## src/rtl/seq_chunk_adder.sv

```systemverilog
// Multi-cycle two's-complement adder/subtractor: WIDTH bits processed CHUNK bits per clock.
// Optional signed-overflow output is built when SEQ_ADDER_OVERFLOW_EN is defined.
module seq_chunk_adder #(
   parameter int WIDTH = 32,
   parameter int CHUNK = 8
) (
   input  logic             clk,
   input  logic             reset,
   input  logic             in_valid,
   output logic             in_ready,
   input  logic [WIDTH-1:0] in1,
   input  logic [WIDTH-1:0] in2,
   input  logic             cin,
   input  logic             sub,
   output logic             out_valid,
   input  logic             out_ready,
   output logic [WIDTH-1:0] sum,
   output logic             carry,
   output logic             overflow
);

   // state | meaning
   // IDLE  | waiting for an operand pair, in_ready high
   // RUN   | adding one chunk per cycle, low chunk first
   // DONE  | result presented, waiting for out_ready
   localparam int NCH = WIDTH / CHUNK;
   localparam int IW  = (NCH > 1) ? $clog2(NCH) : 1;

   localparam logic [1:0] IDLE = 2'd0;
   localparam logic [1:0] RUN  = 2'd1;
   localparam logic [1:0] DONE = 2'd2;

   logic [1:0]       state;
   logic [WIDTH-1:0] a_reg;
   logic [WIDTH-1:0] b_reg;
   logic             c_reg;
   logic [IW-1:0]    idx;
   logic [CHUNK-1:0] a_chunk;
   logic [CHUNK-1:0] b_chunk;
   logic [CHUNK:0]   chunk_res;
   logic             last;

   assign a_chunk   = a_reg[int'(idx)*CHUNK +: CHUNK];
   assign b_chunk   = b_reg[int'(idx)*CHUNK +: CHUNK];
   assign chunk_res = {1'b0, a_chunk} + {1'b0, b_chunk} + {{CHUNK{1'b0}}, c_reg};
   assign last      = (idx == IW'(NCH - 1));

   assign in_ready  = (state == IDLE) && !reset;
   assign out_valid = (state == DONE);
   assign carry     = c_reg;

   always_ff @(posedge clk) begin
      if (reset) begin
         state <= IDLE;
         a_reg <= '0;
         b_reg <= '0;
         c_reg <= 1'b0;
         idx   <= '0;
         sum   <= '0;
      end else begin
         case (state)
            IDLE: begin
               if (in_valid) begin
                  a_reg <= in1;
                  b_reg <= sub ? ~in2 : in2;
                  c_reg <= sub | cin;
                  idx   <= '0;
                  state <= RUN;
               end
            end
            RUN: begin
               sum[int'(idx)*CHUNK +: CHUNK] <= chunk_res[CHUNK-1:0];
               c_reg <= chunk_res[CHUNK];
               idx   <= idx + 1'b1;
               if (last) state <= DONE;
            end
            DONE: begin
               if (out_ready) state <= IDLE;
            end
            default: state <= IDLE;
         endcase
      end
   end

`ifdef SEQ_ADDER_OVERFLOW_EN
   logic ov_reg;

   // The top result bit is produced by the last chunk, so it is taken from the adder directly.
   always_ff @(posedge clk) begin
      if (reset) begin
         ov_reg <= 1'b0;
      end else if (state == RUN && last) begin
         ov_reg <= (a_reg[WIDTH-1] == b_reg[WIDTH-1]) &&
                   (chunk_res[CHUNK-1] != a_reg[WIDTH-1]);
      end
   end

   assign overflow = ov_reg;
`else
   assign overflow = 1'b0;
`endif

endmodule

```

## config.mk

```make
export PLATFORM = sky130hd
export DESIGN_NAME = seq_chunk_adder
export DESIGN_NICKNAME = d
export VERILOG_FILES = /design/src/rtl/seq_chunk_adder.sv
export SDC_FILE = /design/constraint.sdc
export NUM_CORES = 1
export LEC_CHECK = 0
export BUFFER_PORTS_ARGS = -buffer_cell sky130_fd_sc_hd__clkbuf_2
export CAP_MARGIN = 20
export CORE_MARGIN = 1.5
export CORE_UTILIZATION = 54
export CTS_CLUSTER_SIZE = 24
export DETAILED_ROUTE_END_ITERATION = 8
export GPL_ROUTABILITY_DRIVEN = 0
export GPL_TIMING_DRIVEN = 0
export HOLD_SLACK_MARGIN = 0.1
export PLACE_DENSITY = 0.83
export SLEW_MARGIN = 20
export SYNTH_ARGS = -nofsm -noshare
export SYNTH_HDL_FRONTEND = slang
export SYNTH_SLANG_ARGS = --single-unit
```

## constraint.sdc

```tcl
create_clock -name clk -period 4.6 [get_ports clk]
set_input_delay 1.15 -clock clk [delete_from_list [all_inputs] [get_ports clk]]
set_output_delay 1.15 -clock clk [all_outputs]
set_load 0.1 [all_outputs]
```

==> results of run 1 <==
cells by family after synthesis:
kind of cell             Yosys count  share of synthesized area [%]
AO/OA/AOI/OAI                    123                           16.8
XOR/XNOR                          34                           6.26
adder cells (fa/ha/maj)           14                           4.00
buffers and inverters             42                           4.00
flip-flops                       101                           42.5
multiplexers                      17                           7.79
other                              1                         0.0789
AND/OR/NAND/NOR                  166                           18.5
cell usage after synthesis, drive strengths merged, types with 2 or more instances:
master,instances
dfxtp,101
nand2,69
nor2,53
a21oi,38
a211oi,35
xnor2,33
clkbuf,21
buf,16
mux4,16
nand3b,16
o21ai,16
a22oi,12
ha,12
inv,5
nor3,5
or3b,5
a31oi,4
a32oi,4
nand3,4
nand2b,3
nor4,3
o211ai,3
or2b,3
a21o,2
fa,2
cells in the final DEF, fill, tap and decap left out, types with 4 or more instances in the layout:
cell type,synthesis,final
a21oi_1,38,38
or3b_1,4,4
nor2_1,53,53
nand2_1,69,69
nand3_1,4,4
nand3b_1,12,12
a22oi_1,12,12
o21ai_0,16,16
mux4_2,16,16
dfxtp_1,101,101
clkbuf_1,21,21
nor3_1,5,4
clkbuf_8,0,10
ha_1,12,12
nand3b_4,4,4
clkbuf_2,0,103
xnor2_1,33,33
a211oi_1,35,35
a32oi_1,4,4
a31oi_1,4,4
buf_2,11,11
worst paths after layout:
check | endpoint | slack [ns] | depth (start not counted)
setup reg to reg | sum[6] | 0.81 | 9
setup / recovery | in_ready | 0.66 | 5
hold / removal | a_reg[28] | 0.46 | 2
hold reg to reg | a_reg[28] | 0.46 | 2
metal layers:
metal	global-route usage, %	routed length, um
met1	33.0	4960
met2	41.5	5610
met3	4.77	813
met4	8.81	267
met5	0	0
critical path: stages:
cell and delay, ns:
clkbuf_2 0.15, clkbuf_1 0.45, clkbuf_1 0.57, nor3_2 0.07, clkbuf_2 0.39
power breakdown:
part	switching, W	total [W]	internal, W
logic	0.000233	0.000380	0.000146
registers	0.0000283	0.000949	0.000921
clock network	0.000315	0.000532	0.000217
through the flow:
step	hold slack (ns)	area, sq um	total power (W)	cells	util, %
2_1_floorplan	0.433	4760	0.00123	498	-
3_3_place_gp	0.442	5410	0.00133	709	62.6
3_5_place_dp	0.447	5410	0.00134	709	62.6
4_1_cts	0.461	5590	0.00186	725	64.7
5_1_grt	0.479	5590	0.00194	725	64.7
6_report	0.460	5590	0.00186	725	64.7
area by class of cell:
type	count	area share [%]
Clock inverter	6	0.806
Tap cell	108	2.42
Inverter	5	0.336
Buffer	37	3.07
Sequential cell	101	36.2
Timing Repair Buffer	103	9.22
Clock buffer	10	2.46
Multi-Input combinational cell	355	45.5
==> metrics.csv, run 1 <==
stage;metric;value;unit
placed_design;pre-CTS WS;0.715;ns
setup_path;critical path type;in -> out;
setup_path;Worst Path Arrival;2.79;ns
clock_network;Skew-Pair Late Insertion Delay;0.37;ns
power;Power Dens Cells;333;nW/um^2
setup_path;crit path capture type;output port;
grt;number of global-route vias before repair;3993;
setup_path;CP Max Fanout;10;
power;peak supply drop;0.216;mV
timing;Fin. Hold Viols;0;
placed_design;port bufs;103;
logic_synthesis;Most used DFF post-synth;dfxtp_1;
timing;Setup Viol. Count Final;0;
drt;antenna viol nets, final;0;
clock_network;CTS H-tree lvls;3;
floorplanning;overall die width;96.8;um
finish;FF+latch area;2020;sq um
job;max cap viols;0;
floorplanning;row cnt;34;
finish;multi-input logic area;2550;sq um
timing;Worst Tran Pin Value;0.659;ns
logic_synthesis;sequential share of the synthesized area;42.5;%
drt;drt pass-1 iters;5;
drt;WL/cell;16.1;um
clock_network;Worst-path clk slew;0.10;ns
logic_synthesis;yosys warns;0;
timing;Tmin final;3.94;ns
drt;DRT Wirelength;11700;um
clock_network;Hold-fix buffers, CTS;0;
drt;vias;4149;
logic_synthesis;largest cells by area after synthesis;dfxtp_1 (43%), mux4_2 (7.6%), xnor2_1 (6.1%);
logic_synthesis;Synth Cell Area;4750;sq um
clock_network;CTS max path bufs;2;
drt;Via density;5.72;
finish;# nets final;696;
grt;initial antenna violation count;0;
clock_network;clk sinks;101;
placed_design;dpl hpwl;8880;um
finish;share of layout cells above drive strength 1;26.6;%
clock_network;Root Driver;clkbuf_8;
finish;n_diodes;0;
clock_network;post_cts resized;0;
timing;final period utilization;85.6;%
setup_path;Startpoint Class;primary input;
logic_synthesis;cell taking the most area after synthesis;dfxtp_1;
grt;Remaining Overflow, GRT;0;
clock_network;cts bufs inserted;9;
logic_synthesis;Syn Nets;582;
floorplanning;Starting Density;55.0;%
floorplanning;die footprint;9370;sq um
timing;clk_skew;0.0127;ns
floorplanning;die span in y;96.8;um
grt;first-pass GRT wire length;19200;um
power;Pleak;2.29;nW
timing;setup TNS;0;ns
grt;largest net degree at the start of global routing;18;
setup_path;Worst EP required;3.45;ns
timing;unrepaired setup endpoints after global routing;no;
logic_synthesis;ys async rst share;0;%
floorplanning;Placeable Area;8640;sq um
logic_synthesis;post-synth top area share;42.5;%
status;status;completed;
logic_synthesis;number of flops mapped to enable cells by yosys;0;
setup_path;worst r2r src;idx[1];
logic_synthesis;cell count after synthesis;498;
timing;final slew viol count;0;
logic_synthesis;mean area per synthesized cell;9.54;sq um
timing;worst setup margin;0.663;ns
grt;GR Util All Layers;25.1;%
timing;Worst slew margin;56.1;%
logic_synthesis;Netlist cell types;48;
finish;# fillers;715;
floorplanning;Ports;106;
clock_network;# Post-CTS Setup Buffers;0;
drt;drt drc;0;
logic_synthesis;number of register bits inferred by synthesis;101;
setup_path;crit path from;reset;
timing;Max Fclk;254;MHz
hold_path;Hold Path Origin;a_reg[28];
hold_path;worst hold path class;reg -> reg;
clock_network;CTS tree;yes;
drt;First DRT Iteration DRCs;315;
finish;Layout area overhead;17.6;%
Note: power is estimated with default switching activity, not from simulation.
==> run 2: changes to the inputs <==
Settings changed: CELL_PAD_IN_SITES_DETAIL_PLACEMENT from default to 0, CELL_PAD_IN_SITES_GLOBAL_PLACEMENT from default to 1, CORE_UTILIZATION 54 to 41.
==> metrics.csv, run 2 (same netlist as run 1, synthesis figures left out) <==
stage;metric;value;unit;change
floorplanning;die span in y;111;um;+14%
power;peak supply drop;0.174;mV;-20%
timing;unrepaired setup endpoints after global routing;no;;
floorplanning;Ports;106;;unchanged
clock_network;Worst-path clk slew;0.07;ns;-0.03 ns
timing;Setup Viol. Count Final;0;;unchanged
placed_design;port bufs;103;;unchanged
status;status;completed;;
drt;drt pass-1 iters;5;;unchanged
clock_network;CTS H-tree lvls;3;;unchanged
drt;Via density;5.29;;-7.5%
setup_path;CP Max Fanout;10;;unchanged
finish;most common cell after layout, fill and taps aside;clkbuf_2;;
setup_path;Startpoint Class;primary input;;
finish;# nets final;696;;unchanged
finish;final cell count without fillers;760;;+4.8%
timing;final slew viol count;0;;unchanged
timing;Worst Tran Pin Value;0.679;ns;+0.0201 ns
job;max cap viols;0;;unchanged
finish;# fillers;1057;;+48%
clock_network;post_cts resized;0;;unchanged
floorplanning;Starting Density;41.8;%;-13 points
setup_path;CP Cell Sequence;clkbuf_2, clkbuf_1, clkbuf_1, nor3_2, clkbuf_2;;
floorplanning;die footprint;12200;sq um;+31%
power;Pleak;2.33;nW;+1.8%
drt;DRT Wirelength;12100;um;+3.7%
floorplanning;row cnt;39;;+15%
timing;Max Fclk;254;MHz;+0.14%
finish;share of layout cells above drive strength 1;26.6;%;unchanged
drt;First DRT Iteration DRCs;264;;-16%
setup_path;max incr delay on CP;0.57;ns;about the same
timing;final period utilization;85.5;%;-0.12 points
clock_network;Hold-fix buffers, CTS;0;;unchanged
grt;initial antenna violation count;0;;unchanged
clock_network;Root Driver;clkbuf_16;;
clock_network;CTS tree;yes;;
setup_path;worst path bufs/invs;4;;unchanged
finish;FF+latch area;2020;sq um;unchanged
grt;Remaining Overflow, GRT;0;;unchanged
timing;Worst slew margin;54.7;%;-1.3 points
placed_design;dpl hpwl;9560;um;+7.6%
timing;setup TNS;0;ns;unchanged
floorplanning;Placeable Area;11400;sq um;+32%
grt;largest net degree at the start of global routing;19;;+1
drt;drt drc;0;;unchanged
grt;GR Util All Layers;19.9;%;-5.2 points
floorplanning;overall die width;111;um;+14%
timing;clk_skew;0.0124;ns;-0.000359 ns
placed_design;dpl cells;744;;+4.9%
hold_path;worst hold path class;reg -> reg;;
timing;Tmin final;3.93;ns;-0.00542 ns
clock_network;CTS max path bufs;2;;unchanged
grt;number of global-route vias before repair;3961;;-0.80%
drt;WL/cell;15.9;um;-1.1%
drt;antenna viol nets, final;0;;unchanged
timing;Fin. Hold Viols;0;;unchanged
clock_network;# Post-CTS Setup Buffers;0;;unchanged
finish;Layout area overhead;20.8;%;
finish;Post-Route Utilization;50.5;%;-14 points
drt;vias;4022;;-3.1%
setup_path;Worst EP required;3.45;ns;about the same
setup_path;Worst Path Arrival;2.78;ns;about the same
finish;multi-input logic area;2550;sq um;unchanged
finish;n_diodes;0;;unchanged
clock_network;cts bufs inserted;9;;unchanged
clock_network;Skew-Pair Late Insertion Delay;0.34;ns;-0.03 ns
setup_path;crit path capture type;output port;;
setup_path;crit path max-delay cell type;clkbuf_1;;
grt;first-pass GRT wire length;19400;um;+1.2%
power;Final Power;0.00207;W;+11%
finish;most frequent cells in the layout;clkbuf_2 (103), dfxtp_1 (101), nand2_1 (69);;
setup_path;Top Family by Delay on Critical Path;buffers and inverters;;
power;Power Dens Cells;360;nW/um^2;+8.1%
setup_path;critical path type;in -> out;;
clock_network;clk sinks;101;;unchanged
## run 2: through the flow
stage / setup WS, ns / cell area (sq um) / hold WS (ns)
3_3_place_gp: 0.668 / 5450 / 0.442
4_1_cts: 0.649 / 5740 / 0.454
3_5_place_dp: 0.648 / 5450 / 0.444
5_1_grt: 0.540 / 5740 / 0.468
6_report: 0.669 / 5740 / 0.454
2_1_floorplan: 0.746 / 4760 / 0.433
## run 2: layer usage
layer,global-route usage [%],share of wire (%)
met5,0,0
met4,6.67,1.3
met3,3.23,4.4
met2,33.6,48
met1,26.0,46
## run 2: path summary, 6_finish.rpt
| kind | from | end | slack, ns | depth (start not counted) |
|---|---|---|---|---|
| setup / recovery | reset | in_ready | 0.67 | 5 |
| setup reg to reg | idx[1] | carry | 0.78 | 9 |
| hold / removal | a_reg[28] | a_reg[28] | 0.45 | 2 |
| hold reg to reg | a_reg[28] | a_reg[28] | 0.45 | 2 |
## run 2: area by class of cell
class | count | area share [%]
repair buffers | 103 | 8.97
inverters | 5 | 0.327
multi-input cells | 355 | 44.3
clock inverters | 6 | 0.915
flip-flops and latches | 101 | 35.2
clock buffers | 10 | 4.16
well taps | 143 | 3.11
plain buffers | 37 | 2.98
## run 2: where the power goes
| group | internal, W | switching (W) | total, W |
|---|---|---|---|
| Clock | 0.000391 | 0.000349 | 0.000740 |
| Combinational | 0.000146 | 0.000231 | 0.000377 |
| Sequential | 0.000921 | 0.0000280 | 0.000949 |
| Total | 0.00146 | 0.000608 | 0.00207 |
## run 2: tightest hold or removal path, cell delays in order (launching register included)
cell and delay, ns:
dfxtp_1 0.31, nand2_1 0.05, a21oi_1 0.05
